==> config.mk <==
export PLATFORM = sky130hd
export DESIGN_NAME = async_mmap_read_stream
export DESIGN_NICKNAME = d
export VERILOG_FILES = /design/src/rtl/async_mmap_read_stream.sv
export SDC_FILE = /design/constraint.sdc
export NUM_CORES = 1
export LEC_CHECK = 0
export ABC_AREA = 1
export CAP_MARGIN = 20
export CORE_AREA = 2 2 461 463
export DETAILED_ROUTE_END_ITERATION = 6
export DIE_AREA = 0 0 463 465
export PLACE_DENSITY = 0.3
export RECOVER_POWER = 50
export SLEW_MARGIN = 5
export SYNTH_ARGS = -nofsm -noshare
export SYNTH_HDL_FRONTEND = slang
export SYNTH_SLANG_ARGS = --single-unit
==> constraint.sdc <==
create_clock -name clk -period 4.51 [get_ports clk]
set_clock_uncertainty 0.1 [all_clocks]
set_input_delay 0.451 -clock clk [delete_from_list [all_inputs] [get_ports clk]]
set_output_delay 0.451 -clock clk [all_outputs]
set_load 0.1 [all_outputs]
==> src/rtl/async_mmap_read_stream.sv <==
// async_mmap_read_stream: issue count sequential word reads to async_mmap and stream returned words in order, capping reads in flight
module async_mmap_read_stream #(
  parameter int AddrWidth = 64,
  parameter int DataWidth = 512,
  parameter int DataWidthBytesLog = 6,
  parameter int CountWidth = 32,
  parameter int MaxOutstanding = 64,
  parameter int OutstandingWidth = 7
) (
  input  logic                  clk,
  input  logic                  rst,
  input  logic                  start,
  input  logic [AddrWidth-1:0]  base_addr,
  input  logic [CountWidth-1:0] count,
  output logic                  busy,
  output logic                  done,
  output logic [AddrWidth-1:0]  read_addr_din,
  output logic                  read_addr_write,
  input  logic                  read_addr_full_n,
  input  logic [DataWidth-1:0]  read_data_dout,
  input  logic                  read_data_empty_n,
  output logic                  read_data_read,
  output logic [DataWidth-1:0]  out_din,
  output logic                  out_write,
  input  logic                  out_full_n
);
  typedef enum logic [1:0] {IDLE, RUN, FIN} state_t;
  state_t state_q, state_d;
  logic [AddrWidth-1:0] base_q, base_d;
  logic [CountWidth-1:0] cnt_q, cnt_d, issued_q, issued_d, received_q, received_d;
  logic [OutstandingWidth-1:0] outstanding_q, outstanding_d;
  logic run;
  always_comb begin
    run = state_q == RUN;
    busy = run;
    done = state_q == FIN;
    read_addr_write = run && issued_q != cnt_q && read_addr_full_n &&
                      outstanding_q != OutstandingWidth'(MaxOutstanding);
    read_data_read = run && read_data_empty_n && out_full_n;
    out_write = read_data_read;
    out_din = read_data_dout;
    read_addr_din = base_q + (AddrWidth'(issued_q) << DataWidthBytesLog);
    base_d = base_q;
    cnt_d = cnt_q;
    issued_d = issued_q + CountWidth'(read_addr_write);
    received_d = received_q + CountWidth'(read_data_read);
    outstanding_d = outstanding_q + OutstandingWidth'(read_addr_write) - OutstandingWidth'(read_data_read);
    state_d = done ? IDLE : (run && received_d == cnt_q) ? FIN : state_q;
    if (state_q == IDLE && start) begin
      base_d = base_addr;
      cnt_d = count;
      issued_d = '0;
      received_d = '0;
      outstanding_d = '0;
      state_d = count == '0 ? FIN : RUN;
    end
  end
  always_ff @(posedge clk) begin
    if (rst) begin
      state_q <= IDLE;
      base_q <= '0;
      cnt_q <= '0;
      issued_q <= '0;
      received_q <= '0;
      outstanding_q <= '0;
    end else begin
      state_q <= state_d;
      base_q <= base_d;
      cnt_q <= cnt_d;
      issued_q <= issued_d;
      received_q <= received_d;
      outstanding_q <= outstanding_d;
    end
  end
endmodule

Yosys cells after proc, flatten, opt, wreduce, memory -nomap -nowiden --
Cells that the tools add are included.
Storage, ports and cells: bits in registers 169, output and inout bits 581, input bits 614, word-level logic and storage cells 31
Operators by class: $add $sub $neg 5, equality and inequality tests 5, reduce and logical (&&, ||, !) cells 11, mux-type cells 4
Operator list (number):
- $add A32 B1 Y32 | 2
- $add A64 B38 Y64 | 1
- $eq A32 B32 Y1 | 1
- $logic_not A32 Y1 | 1
- $ne A32 B32 Y1 | 1
- $mux W2 | 4
- $add A7 B1 Y7 | 1
- $logic_and A1 B1 Y1 | 7
- $ne A7 B7 Y1 const B | 1
- $sub A7 B1 Y7 | 1
- $reduce_bool A3 Y1 | 1
- $eq A2 B1 Y1 const B | 1
- $eq A2 B2 Y1 const B | 1
- $logic_not A2 Y1 | 1
- $reduce_or A2 Y1 | 1

Logic depth before layout (Yosys ltp) --
Gate-level depths: netlist (run 1).
word-level depth 9, gate-level depth with buffers 22, depth with buffers taken out 22

Worst setup path after synthesis (run 1) --
Ideal clock, no wire load.
path type register -> register, from register state_q[0], to register issued_q[28], stages on the path, launching flop included 21, setup slack -0.926 ns, arrival time 5.220 ns, period minus slack after synthesis 5.436 ns, library setup time 0.115 ns, buffers on the path 0, required time 4.295 ns, cells stage by stage dfxtp_1 -> inv_1 -> nor2_1 -> o211ai_1 -> nor2_1 -> ha_1 -> ha_1 -> nand3_1 -> nor2_1 -> nand2_1 -> nor2_2 -> nand2_2 -> nor2_2 -> nand3_1 -> nor2_2 -> inv_2 -> nor2_2 -> nand2_1 -> nor2_1 -> nand2_1 -> and3_1
On the way: word-level cells in the longest chain between the ends 5, elaborated cells between the ends (all ways) 8, classes of those cells add/sub: 1; eq/ne: 1; reduce/logical: 6
Ends and longest elaborated chain:
- from (decl) | line 28 | state_t state_q, state_d;
- from (signal assigned) | line 67 | state_q <= state_d;
- $eq A2 B1 Y1 | line 34 | run = state_q == RUN;
- net busy | line 15 | output logic busy,
- $logic_and A1 B1 Y1 (3 in series) | line 37 | read_addr_write = run && issued_q != cnt_q && read_addr_full_n &&
- net read_addr_write | line 18 | output logic read_addr_write,
- $add A32 B1 Y32 | line 45 | issued_d = issued_q + CountWidth'(read_addr_write);
- to (signal assigned) | line 70 | issued_q <= issued_d;
- to (decl) | line 30 | logic [CountWidth-1:0] cnt_q, cnt_d, issued_q, issued_d, received_q, received_d;
The timed path passes the listed nets, and every way through them passes these cells. A chain may end at the register's enable or synchronous reset.

Worst setup path after layout (run 1) --
from register issued_q[0], to output read_addr_din[32]
On the way: word-level cells in the longest chain between the ends 1
Ends and longest elaborated chain:
- $add A64 B38 Y64 | line 42 | read_addr_din = base_q + (AddrWidth'(issued_q) << DataWidthBytesLog);
- to (decl) | line 17 | output logic [AddrWidth-1:0] read_addr_din,
Every way passes these cells.

==> run metrics, run 1 <==
status complete, no violations; TritonCTS clock tree built; Final setup viols 0; clk_lat worst skew 490 ps; routed wl met2 57.9 mm; Worst Hold Path EP base_q[63]; total gr overflow 0; die area 215000 um^2; CP Max Fanout 3; Worst EP arrival 3640 ps; vias in the first global route 12605; Critical Path End Type primary output; Max stage delay on crit path 420 ps; Metal-1 WL 27.3 mm; most common cell after layout, fill and taps aside nand2_1; min-delay worst type reg -> reg; Syn Inst Count 2202; mapped cell area 14800 um^2; Via density 2.63; Peak supply drop 318 uV; Yosys reg bits 169; largest net degree at the start of global routing 82; CTS Buf Count 17; Clock Tree Buf Depth 2; Most used DFF post-synth dfxtp_1; post-synthesis net count 2863; area share of the leading cell type in the synthesized netlist 26.4%; Core ar. 211000 um^2; Max Used Layer met5; Filler cells 24963; final wirelength 116 mm; worst reg2reg path endpoint issued_q[28]; Synth Area per Inst 6.71 um^2; final RePlAce weighted congestion 0.807; nets 2522; CTS clk-pin slew, worst paths 80 ps; Critical Path RT 3960 ps; via count 12340; share of cells above drive strength 1 8.91%; FMAX 238 MHz; drt first pass iters 5; largest cells by area after synthesis buf_4, dfxtp_1, nand2_1, nor2_1, inv_1; Placed Area 16500 um^2; number of clock sinks 169; Worst setup SP type register; final instance area 17100 um^2; number of enable flip-flop cells after synthesis 0; GRT Util Overall 10.4%; final setup TNS 0 ps; Slew Limit Headroom 28.2%; unrepaired setup endpoints after global routing no; WL met3 26.1 mm; Tcrit/Tclk final 93.0%; Antenna Nets Post-Route 0; critical path, cell by cell ha_2 > inv_1 > fa_1 > o21ai_2 > nand2_1 > nand2_1 > nand2_1 > nand2_1 > a21oi_1 > inv_1 > nand2_1 > nand2_1 > nand3_1 > nand2_2 > xor2_2 > buf_4 > buf_12; Worst Hold Depth 2; max-cap violations 0; Die Ht 465 um; Worst-Margin Slew 1070 ps; FP Rows 169; cell mode on critical path nand2_1; Final Max Tran Viols 0; antenna violations before repair 14; dpl ws 559 ps; Crit-path slowest cell fa_1; Wirelength per Cell 24.7 um; FF-to-FF Start state_q[0]; static leakage 5.76 nW; multi-input logic area 6670 um^2; Hold Buf Count CTS 0; DIE WIDTH 463 um; clk root buf clkbuf_16; sequential-to-total area share from yosys stat 22.9%; HPWL after detailed placement 105 mm; Tmin final 4190 ps; number of library cell types mapped by synthesis 46; Crit Path Category reg -> out; global-route wire length before repair 144 mm; register area 3380 um^2; IO Pins 1195; Starting Density 7.01%; # DRC 0; final hold vios 0; commonest cells after routing, fill and taps aside nand2_1, nor2_1, inv_1; DRC marker count from the first detailed-route iteration 587; htree depth 4; Reg2Reg Setup Slack 1100 ps; R2R cell count 20; YS warnings 0; PortBufs 170; Synth-to-Final Area Change 15.6%; Post-synth ARST share 0%; area leader, netlist buf_4; critical hold path startpoint base_q[63]; pwr/cell area 282 nW/um^2; fin worst setup slack 317 ps
## worst max-delay path, delay by kind of cell, from the launching register on
kind	cells	cell delay [ps]
AO/OA/AOI/OAI	2	390
XOR/XNOR	1	220
buffers and inverters	4	600
flip-flops	1	380
adder cells (fa/ha/maj)	2	670
AND/OR/NAND/NOR	8	880
## how the worst max path moves through the flow
stage,startpoint,endpoint,cells past startpoint
final,issued_q[0],read_addr_din[32],17
after global routing,issued_q[2],read_addr_din[51],12
after CTS,issued_q[0],read_addr_din[50],12
after detailed placement,issued_q[0],read_addr_din[32],17
after global placement,read_addr_full_n,issued_q[28],19
after floorplan,state_q[0],issued_q[28],20
## stage by stage
step | utilization [%] | instances | power (W) | hold slack (ps)
floorplan | - | 2202 | 0.00484 | 347
global placement | 7.83 | 4663 | 0.00342 | 367
detailed placement | 7.83 | 4663 | 0.00342 | 375
CTS | 8.09 | 4695 | 0.00496 | 386
global route | 8.10 | 4695 | 0.00508 | 408
finish | 8.10 | 4696 | 0.00481 | 379
## logic make-up after synthesis
kind of cell	after synthesis	share of synthesized area, %
AO/OA/AOI/OAI	318	11.4
XOR/XNOR	93	5.62
adder cells (fa/ha/maj)	47	4.08
buffers and inverters	749	32.2
flip-flops	169	22.9
AND/OR/NAND/NOR	826	23.7
## timing repair
item | in CTS | in global routing
resized for setup | 1 | 7
endpoints found under the setup margin | 1 | 15
buffers inserted | 0 | 0
## per-layer routing
metal  track usage, %  vias to the layer above
met4             3.85                       14
met5            0.395                        -
li1                 -                     5826
met2             18.5                      927
met1             6.84                     5289
met3             10.9                      284
## state kept, by name (all words and copies together), names as in the netlist
| name | flops |
|---|---|
| cnt_q | 32 |
| issued_q | 32 |
| state_q | 2 |
| received_q | 32 |
| outstanding_q | 7 |
| base_q | 64 |
## cells in the mapped netlist, types with 2 or more instances
master    number
a21oi_1      140
a221oi_1       3
a31oi_1        7
and3_1         2
buf_1          2
buf_4        519
clkbuf_1      35
dfxtp_1      169
fa_1           2
ha_1          45
inv_1        189
inv_2          4
nand2_1      345
nand2_2        7
nand3_1       77
nand3_2        3
nand3b_1       6
nand4_1       14
nand4_2        2
nor2_1       295
nor2_2        11
nor2_4         6
nor3_1        29
nor3_2         3
nor4_1        22
o211ai_1       2
o21a_1         6
o21ai_0      136
o21ai_1        5
o21ai_2        2
o21bai_1       4
o22ai_1        5
or2_2          2
xnor2_1       26
xor2_1        66
## final cells by class
class	instances	share of cell area, %
diodes	1	0.0147
clock buffers	24	2.82
repair buffers	196	13.0
multi-input cells	1284	39.1
inverters	193	4.25
well taps	2821	20.7
flip-flops and latches	169	19.8
clock inverters	8	0.366
## power by group
group | switching (W) | internal, W
clock network | 0.000737 | 0.000752
registers | 0.000125 | 0.00161
logic | 0.00109 | 0.000496
total | 0.00196 | 0.00286
Note: power is estimated with default switching activity, not from simulation.
==> run 2, diff against run 1 <==
--- a/config.mk
+++ b/config.mk
@@ -10,6 +10,7 @@
 export CORE_AREA = 2 2 461 463
 export DETAILED_ROUTE_END_ITERATION = 6
 export DIE_AREA = 0 0 463 465
+export MAX_ROUTING_LAYER = met4
 export PLACE_DENSITY = 0.3
 export RECOVER_POWER = 50
 export SLEW_MARGIN = 5
==> run metrics, run 2 (synthesis gave the netlist of run 1 again) <==
antenna violations before repair 15; number of clock sinks 169; Buf+Inv Stages, Crit Path 1; Biggest register base_q; TritonCTS clock tree built; Worst setup SP type register; Peak supply drop 321 uV; Hold Buf Count CTS 0; CTS clk-pin slew, worst paths 80 ps; FP Rows 169; Worst-Margin Slew 1070 ps; global-route wire length before repair 144 mm; Core ar. 211000 um^2; Final Max Tran Viols 0; total gr overflow 0; max-cap violations 0; # DRC 0; Final setup viols 0; Antenna Nets Post-Route 0; static leakage 5.76 nW; HPWL after detailed placement 105 mm; pwr/cell area 282 nW/um^2; clk_lat worst skew 500 ps; Synth-to-Final Area Change 15.7%; Starting Density 7.01%; DIE WIDTH 463 um; htree depth 4; commonest cells after routing, fill and taps aside nand2_1, nor2_1, inv_1; drt first pass iters 4; dpl ws 559 ps; DRC marker count from the first detailed-route iteration 573; Critical Path End Type primary output; Max stage delay on crit path 420 ps; PortBufs 170; Die Ht 465 um; critical path, cell by cell ha_1 > nand2_1 > nor2_1 > nand2_1 > nor4_1 > a21oi_1 > o21ai_1 > nand2_1 > nand2_1 > nand3_1 > xor2_1 > buf_12; CP Max Fanout 6; Clock Tree Buf Depth 2; setup repair bufs after CTS 0; Crit-path slowest cell dfxtp_1; unrepaired setup endpoints after global routing no; Tcrit/Tclk final 93.7%; nets 2522; clk root buf clkbuf_16; Critical Path RT 3960 ps; status complete, no violations; final wirelength 116 mm; min-delay worst type reg -> reg; Via density 2.63; final RePlAce weighted congestion 0.819; max FFs per register 64; Tmin final 4230 ps; vias in the first global route 12626; CTS Buf Count 17; Slew Limit Headroom 28.2%; largest net degree at the start of global routing 82; FMAX 237 MHz; cell mode on critical path nand2_1; final hold vios 0; Wirelength per Cell 24.7 um; final setup TNS 0 ps; Worst EP arrival 3680 ps; GRT Util Overall 10.7%; die area 215000 um^2; via count 12349; fin worst setup slack 282 ps; IO Pins 1195; most common cell after layout, fill and taps aside nand2_1; share of cells above drive strength 1 8.91%; Crit Path Category reg -> out; CP delay by family, top simple AND/OR/NAND/NOR gates
==> run 2: per-layer routing <==
| layer | global-route usage, % | up-vias | share of wire, % |
|---|---|---|---|
| met5 | - | - | 0 |
| met4 | 3.75 | 0 | 3.9 |
| met3 | 10.8 | 298 | 22 |
| met2 | 18.5 | 897 | 50 |
| met1 | 6.95 | 5311 | 24 |
| li1 | - | 5843 | - |
==> run 2: worst paths after layout <==
kind	from	to	slack [ps]	cells past startpoint
setup / recovery	issued_q[16]	read_addr_din[63]	280	12
hold / removal	base_q[63]	base_q[63]	380	2
setup reg to reg	issued_q[30]	issued_q[28]	1090	21
hold reg to reg	base_q[63]	base_q[63]	380	2
==> run 2: worst reg2reg max path: stages, from the launching register on <==
cell and delay (ps):
dfxtp_1 590, xor2_1 280, nor4_1 80, nand4_1 90
nor3_1 60, nor2_2 120, ha_1 250, ha_1 210
nand3_1 110, nor2_1 140, nand2_1 110, nor2_2 140
nand2_2 90, nor2_2 120, nand3_1 130, nor2_2 150
inv_2 60, nor2_2 100, nand2_1 100, nor2_1 90
nand2_1 50, and3_1 160
==> run 2: layout make-up <==
type	count	area, um^2
fill	24961	194000
multi-input combinational	1284	6670
tap	2821	3530
sequential	169	3380
timing repair buffer	196	2220
inverter	193	726
clock buffer	24	482
clock inverter	8	62.6
antenna	7	17.5
==> run 2: where the power goes <==
group / internal, W / switching (W)
Combinational: 0.000497 / 0.00110
Sequential: 0.00161 / 0.000126
Clock: 0.000752 / 0.000740
Total: 0.00286 / 0.00196
==> run 2: what timing repair did <==
action                                  CTS  global route
endpoints found under the setup margin    1            15
resized for setup                         1             7
pin swaps                                 0             0
==> run 2: metrics by stage <==
stage	instance area, um^2	power [W]	hold slack (ps)	utilization [%]	std cells
finish	17100	0.00482	378	8.11	4702
global route	17100	0.00508	408	8.11	4701
CTS	17100	0.00496	386	8.09	4695
detailed placement	16500	0.00342	375	7.83	4663
global placement	16500	0.00342	367	7.83	4663
floorplan	14800	0.00484	347	-	2202
==> run 3, diff against run 2 <==
--- a/config.mk
+++ b/config.mk
@@ -13,6 +13,7 @@
 export MAX_ROUTING_LAYER = met4
 export PLACE_DENSITY = 0.3
 export RECOVER_POWER = 50
+export SKIP_CTS_REPAIR_TIMING = 1
 export SLEW_MARGIN = 5
 export SYNTH_ARGS = -nofsm -noshare
 export SYNTH_HDL_FRONTEND = slang
==> results of run 3 <==
Final layout, timing and power as in run 2 (identical DEF).
Main changes from that run: via count of the first global-routing pass 12626 -> 12625; met1 usage 6.95% -> 6.96%
